## src/rtl/branch_ctrl.sv

```systemverilog
// Branch/PC sequencing controller: owns the fetch PC, resolves B/BR in ID,
// stalls on flag/register hazards, handles HLT and keeps branch statistics.
module branch_ctrl #(
    parameter logic [15:0] RESET_PC = 16'h0000,
    parameter int          CNT_W    = 16
) (
    input  logic             clk,
    input  logic             rst,
    input  logic [15:0]      id_instr,
    input  logic             id_valid,
    input  logic [15:0]      id_pc_plus2,
    input  logic [15:0]      id_reg_target,
    input  logic [2:0]       flags_stored,
    input  logic             ex_flag_write,
    input  logic             ex_reg_hazard,
    input  logic             fetch_stall,
    output logic [15:0]      pc,
    output logic             ifid_flush,
    output logic             ifid_stall,
    output logic             idex_bubble,
    output logic             branch_taken,
    output logic             halted,
    output logic [CNT_W-1:0] branch_count,
    output logic [CNT_W-1:0] taken_count
);

    typedef enum logic [1:0] {RUN, STALL, HALT} state_t;

    localparam logic [CNT_W-1:0] CNT_ONE = {{(CNT_W-1){1'b0}}, 1'b1};

    state_t      state, state_nx;
    logic [15:0] pc_nx;
    logic [15:0] b_off;
    logic [15:0] target;
    logic [3:0]  op;
    logic [2:0]  cc;
    logic        n, z, v;
    logic        is_b, is_br, is_hlt, is_bx;
    logic        hz, cond, resolve;

    assign op     = id_instr[15:12];
    assign cc     = id_instr[11:9];
    assign n      = flags_stored[2];
    assign z      = flags_stored[1];
    assign v      = flags_stored[0];
    assign is_b   = id_valid && (op == 4'b1100);
    assign is_br  = id_valid && (op == 4'b1101);
    assign is_hlt = id_valid && (op == 4'b1111);
    assign is_bx  = is_b || is_br;
    assign hz     = (is_bx && ex_flag_write) || (is_br && ex_reg_hazard);
    assign b_off  = {{6{id_instr[8]}}, id_instr[8:0], 1'b0};
    assign target = is_br ? id_reg_target : id_pc_plus2 + b_off;
    assign halted = (state == HALT);

    always_comb begin
        cond = 1'b0;
        unique case (cc)
            3'b000: cond = !z;
            3'b001: cond = z;
            3'b010: cond = !z && !n;
            3'b011: cond = n;
            3'b100: cond = z || !n;
            3'b101: cond = n || z;
            3'b110: cond = v;
            3'b111: cond = 1'b1;
            default: cond = 1'b0;
        endcase
    end

    // RUN and STALL share behaviour; STALL only records that ID is held.
    always_comb begin
        state_nx     = state;
        pc_nx        = pc;
        ifid_flush   = 1'b0;
        ifid_stall   = 1'b0;
        idex_bubble  = 1'b0;
        branch_taken = 1'b0;
        resolve      = 1'b0;
        unique case (state)
            HALT: begin
                ifid_stall = 1'b1;
            end
            RUN, STALL: begin
                if (hz) begin
                    ifid_stall  = 1'b1;
                    idex_bubble = 1'b1;
                    state_nx    = STALL;
                end else if (is_hlt) begin
                    ifid_flush = 1'b1;
                    state_nx   = HALT;
                end else begin
                    state_nx = RUN;
                    resolve  = is_bx;
                    if (is_bx && cond) begin
                        branch_taken = 1'b1;
                        ifid_flush   = 1'b1;
                        pc_nx        = target;
                    end else if (!fetch_stall) begin
                        pc_nx = pc + 16'd2;
                    end
                end
            end
            default: state_nx = RUN;
        endcase
    end

    always_ff @(posedge clk) begin
        if (rst) begin
            state        <= RUN;
            pc           <= RESET_PC;
            branch_count <= '0;
            taken_count  <= '0;
        end else begin
            state <= state_nx;
            pc    <= pc_nx;
            if (resolve && branch_count != '1)
                branch_count <= branch_count + CNT_ONE;
            if (branch_taken && taken_count != '1)
                taken_count <= taken_count + CNT_ONE;
        end
    end

endmodule

```

## config.mk

```make
export PLATFORM = sky130hd
export DESIGN_NAME = branch_ctrl
export DESIGN_NICKNAME = d
export VERILOG_FILES = /design/src/rtl/branch_ctrl.sv
export SDC_FILE = /design/constraint.sdc
export NUM_CORES = 1
export LEC_CHECK = 0
export CORE_ASPECT_RATIO = 1.5
export CORE_MARGIN = 5
export CORE_UTILIZATION = 49
export CTS_BUF_LIST = sky130_fd_sc_hd__clkbuf_8
export DETAILED_ROUTE_END_ITERATION = 16
export PLACE_DENSITY = 0.83
export RECOVER_POWER = 25
export SLEW_MARGIN = 15
export SYNTH_ARGS = -nofsm -noshare
export SYNTH_HDL_FRONTEND = slang
export SYNTH_SLANG_ARGS = --single-unit
```

## constraint.sdc

```tcl
create_clock -name clk -period 2.6 [get_ports clk]
set_input_delay 0.39 -clock clk [delete_from_list [all_inputs] [get_ports clk]]
set_output_delay 0.39 -clock clk [all_outputs]
set_load 0.02 [all_outputs]
```

; ---- After elaboration in Yosys (flattened, before gate mapping)
; Cells that the tools add are included.
[totals]
latch_bits = 0
register_bits = 50
elab_cells = 64
out_inout_bits = 53
n_memories = 0
rom_bits = 0
mem_bits_rw = 0
in_bits = 57
[op_classes]
mul = 0
div = 0
bitwise_logic = 2
add_sub_neg = 4
shift = 0
n_eq_ne = 15
mux = 20
reduce_logical = 19
order_cmp = 0
[op_table]
columns = cell, n
row1 = $mux 16, 3
row2 = $add 16x1->16 const B, 2
row3 = $ne 16x16->1 const B, 2
row4 = $add 16x16->16, 1
row5 = $add 16x2->16 const B, 1
row6 = $eq 3x3->1 const B, 4
row7 = $eq 4x4->1 const B, 3
row8 = $mux 1, 12
row9 = $logic_and 1x1->1, 9
row10 = $pmux 1 s8, 1
row11 = $eq 3x2->1 const B, 2
row12 = $logic_or 1x1->1, 4
row13 = $mux 2, 2
row14 = $pmux 2 s2, 1
row15 = $reduce_and 4->1, 1
row16 = $eq 3x1->1 const B, 1
row17 = $logic_not 3->1, 1
row18 = $eq 2x1->1 const B, 1
row19 = $eq 2x2->1 const B, 1
row20 = $logic_not 1->1, 2
row21 = $logic_not 2->1, 1
row22 = $ne 2x1->1 const B, 1
row23 = $not 1->1, 2
row24 = $pmux 1 s2, 1
row25 = $reduce_or 2->1, 1

; ---- Logic depth before layout (Yosys ltp)
[depth]
word_depth = 9
depth_mapped = 9

; ---- Worst setup path after synthesis
; No wires, ideal clock.
[synth_path]
path_kind = input -> register
start = in id_instr[4]
end = reg pc[10]
t_arrival_ps = 2249
cell_stages = 7
slack_ps = 276
n_path_buf = 0
required_time_ps = 2526
cell_sequence = ha_1 and3_1 a2111oi_1 o31a_1 xnor2_1 a211o_1 a31oi_1
[synth_between]
elab_chain_cells = 3
[synth_lines]
columns = item, line
row1 = from (decl), 9  ; input logic [15:0] id_instr,
row2 = $add 16x16->16, 52  ; assign target = is_br ? id_reg_target : id_pc_plus2 + b_off;
row3 = $mux 16, 52
row4 = $mux 16, 94  ; if (is_bx && cond) begin
row5 = to (signal assigned), 115  ; pc <= pc_nx;
row6 = to (decl), 17  ; output logic [15:0] pc,
; No other way between the ends.
; A chain may end at the register's enable or synchronous reset.

; ---- Worst setup path in the final report
[layout_path]
start = in id_instr[11]
end = reg pc[14]
[layout_between]
elab_chain_cells = 5
elab_cells_between_ends = 13
[layout_lines]
columns = item, line
row1 = "$eq 3x3->1, or another cell as far along", 57  ; unique case (cc)
row2 = $pmux 1 s8 *, 57
row3 = $logic_and 1x1->1 *, 94
row4 = $ne 2x1->1 (no line), --
row5 = $reduce_and 4->1 (no line), --
; Mark *: on every way between the ends. The rest lies on a longest branch, timed or not.

==> metrics.md <==
| Metric | Value |
|---|---|
| Mapped Nets | 551 |
| Power Total | 1.76 mW |
| Crit-path max FO | 8 |
| Worst-Skew Late Latency | 0.32 ns |
| H-tree levels | 2 |
| Post-synthesis compound-gate area fraction | 20.5% |
| Routed wire per std cell | 15.8 um |
| XOR/XNOR Fraction of Synth Area | 8.70% |
| Crit Path Class | in2reg |
| Outcome | finished clean |
| Number of global-route vias before repair | 4147 |
| Core Region | 7230 um^2 |
| HP Class | reg2reg |
| Hold-fix buffers, CTS | 0 |
| Period utilization | 97.0% |
| EDFF count, synth | 0 |
| Via count | 4286 |
| Endpoints failing setup | 0 |
| Crit start category | input pin |
| Synth Warn # | 0 |
| Post-synthesis sequential area ratio | 27.6% |
| Main synth FF type | dfxtp_1 |
| Final wirelength | 11.5 mm |
| Clock root cell | clkbuf_8 |
| Worst-case clock buffer depth | 2 |
| Post-synthesis cell count | 476 |
| Critical Path AT | 2.77 ns |
| Setup_tns | 0 ns |
| Post-placement cell area | 5210 um^2 |
| Routability congestion estimate | 0.953 |
| VDD IR max | 0.255 mV |
| GR Overflow Total | 0 |
| CTS tree | done |
| Initial antenna violation count | 1 |
| Post-route cell area | 5390 um^2 |
| Die area | 9250 um^2 |
| Worst Tran Pin Value | 0.451 ns |
| Clock Sinks | 50 |
| Slew HR | 69.7% |
| Io pins | 110 |
| Fin. Hold Viols | 0 |
| Cts bufs inserted | 5 |
| First-pass DRT Iterations | 5 |
| Ys async rst share | 0% |
| DR DRC count | 0 |
| Mapped Area | 3620 um^2 |
| Multi-input logic area | 2530 um^2 |
| Leak Pwr | 2.10 nW |
| Port bufs | 109 |
| First-pass GRT wire length | 18.5 mm |
| Number of fill cells | 591 |
| Post-synth top cells | nor2_1, dfxtp_1, nand2_1 |
| FF+latch count, synth | 50 |
| Share of the synthesized area in the top cell type | 27.6% |
| Max cap viols | 0 |
| Cell with the most instances after synthesis | nor2_1 |
| Pin count of the biggest net entering global routing | 29 |
| Reg area | 1000 um^2 |
| Largest family of logic cells by synthesized area | simple AND/OR/NAND/NOR gates |
| RSZ-0062 raised after global routing | false |
| Total GRT Usage | 24.7% |
| Reg clk slew, reported paths | 0.09 ns |
| Initial Utilization | 50.1% |
| Critical Path RT | 2.85 ns |
| Detail Route Antenna Nets | 0 |
| Area leader, netlist | dfxtp_1 |
| Area Overhead vs Synth | 48.9% |
| Unique cell type count in the Yosys netlist | 60 |
| Slew Limit Fails | 0 |
| PwrDens | 327 nW/um^2 |
| Row cnt | 38 |
| Antenna cell count | 0 |
| Adder-cell share of the synthesized area | 6.42% |
| Final net count | 704 |
| Die Span Y | 115 um |
| Crit. End Element | flip-flop |
| Min cycle time layout | 2.52 ns |
| Via density | 5.87 |
| Post-synthesis mux area share | 1.10% |
| Die W | 80.2 um |
| Share of cells above drive strength 1 | 13.5% |
| Avg Cell Area, Syn | 7.61 um^2 |
| Max Clock Skew | 0.00678 ns |
| Dpl hpwl | 9.17 mm |
| Simple-gate area share of the yosys netlist | 30.9% |
| Iter 0 DRT Violations | 170 |
| Max Freq | 396 MHz |
| Ranking of synthesized cells by area | dfxtp_1, nor2_1, ha_1, xnor2_1, xor2_1 |
cells in the final DEF, fill, tap and decap left out, drive strengths merged, types with 15 or more instances in the layout:
master,Yosys,final
clkdlybuf4s50,0,75
dfxtp,50,50
a21oi,26,26
o21ai,24,24
nand2,33,33
dlygate4sd3,0,21
nand3,23,23
inv,19,20
nor4,17,17
xnor2,21,21
ha,17,17
buf,6,57
xor2,15,15
nor2,62,62
cells by family (layout without fill, tap and decap cells):
| family | after synthesis | after routing |
|---|---|---|
| and+or+nand+nor | 213 | 213 |
| adders and majority gates | 18 | 18 |
| AOI/OAI and AO/OA | 113 | 113 |
| xor gates and xnor gates | 36 | 36 |
| buffers and inverters | 42 | 196 |
| DFF | 50 | 50 |
| muxes | 4 | 4 |
power by group:
group | switching, mW | internal, mW
Combinational | 0.239 | 0.265
Sequential | 0.0118 | 0.773
Clock | 0.264 | 0.211
Total | 0.514 | 1.25
layout make-up:
| type | instances | area share (%) |
|---|---|---|
| well taps | 100 | 2.32 |
| clock buffers | 6 | 1.53 |
| inverters | 20 | 1.48 |
| multi-input cells | 384 | 46.9 |
| repair buffers | 168 | 29.1 |
| flip-flops and latches | 50 | 18.6 |
| clock inverters | 2 | 0.162 |
sequential cells by signal (all words and copies together) (netlist names):
register and count:
state 2, branch_count 16, pc 16, taken_count 16
worst max-delay path, cell delays in order:
cell and delay [ns]:
clkdlybuf4s50_1 0.59, nor2b_1 0.09, a22o_1 0.21, or3_4 0.41, clkinv_4 0.06, buf_6 0.13, nor2_4 0.05, buf_4 0.15
or4_1 0.52, o22ai_1 0.16
what timing repair did:
action | CTS | global route
setup endpoints to repair | 18 | 13
buffers inserted | 0 | 1
pin swaps | 2 | 6
resized for setup | 17 | 17
cloned | 0 | 1
final timing paths:
| path | from | endpoint | slack (ns) | depth (start not counted) |
|---|---|---|---|---|
| worst min register to register | branch_count[12] | branch_count[12] | 0.52 | 2 |
| worst max-delay path | id_instr[11] | pc[14] | 0.08 | 10 |
| worst min-delay path | branch_count[12] | branch_count[12] | 0.52 | 2 |
| worst max register to register | state[1] | pc[14] | 0.24 | 8 |
through the flow:
stage          hold slack [ns]  setup slack [ns]  std cells  utilization [%]
5_1_grt                  0.534           0.00517        730             74.6
4_1_cts                  0.520           -0.0511        728             73.8
2_1_floorplan            0.511             0.276        476                -
3_5_place_dp             0.508            -0.477        720             72.1
6_report                 0.516            0.0770        730             74.6
3_3_place_gp             0.501            -0.454        720             72.1
metal layers:
layer  GRT usage (%)  vias up  share of wire, %
met4            12.0        2               4.0
met1            27.2     2007                37
met2            45.1      183                52
li1                -     2054                 -
met5               0        -              0.11
met3            3.92       40               6.5
Note: power is estimated with default switching activity, not from simulation.
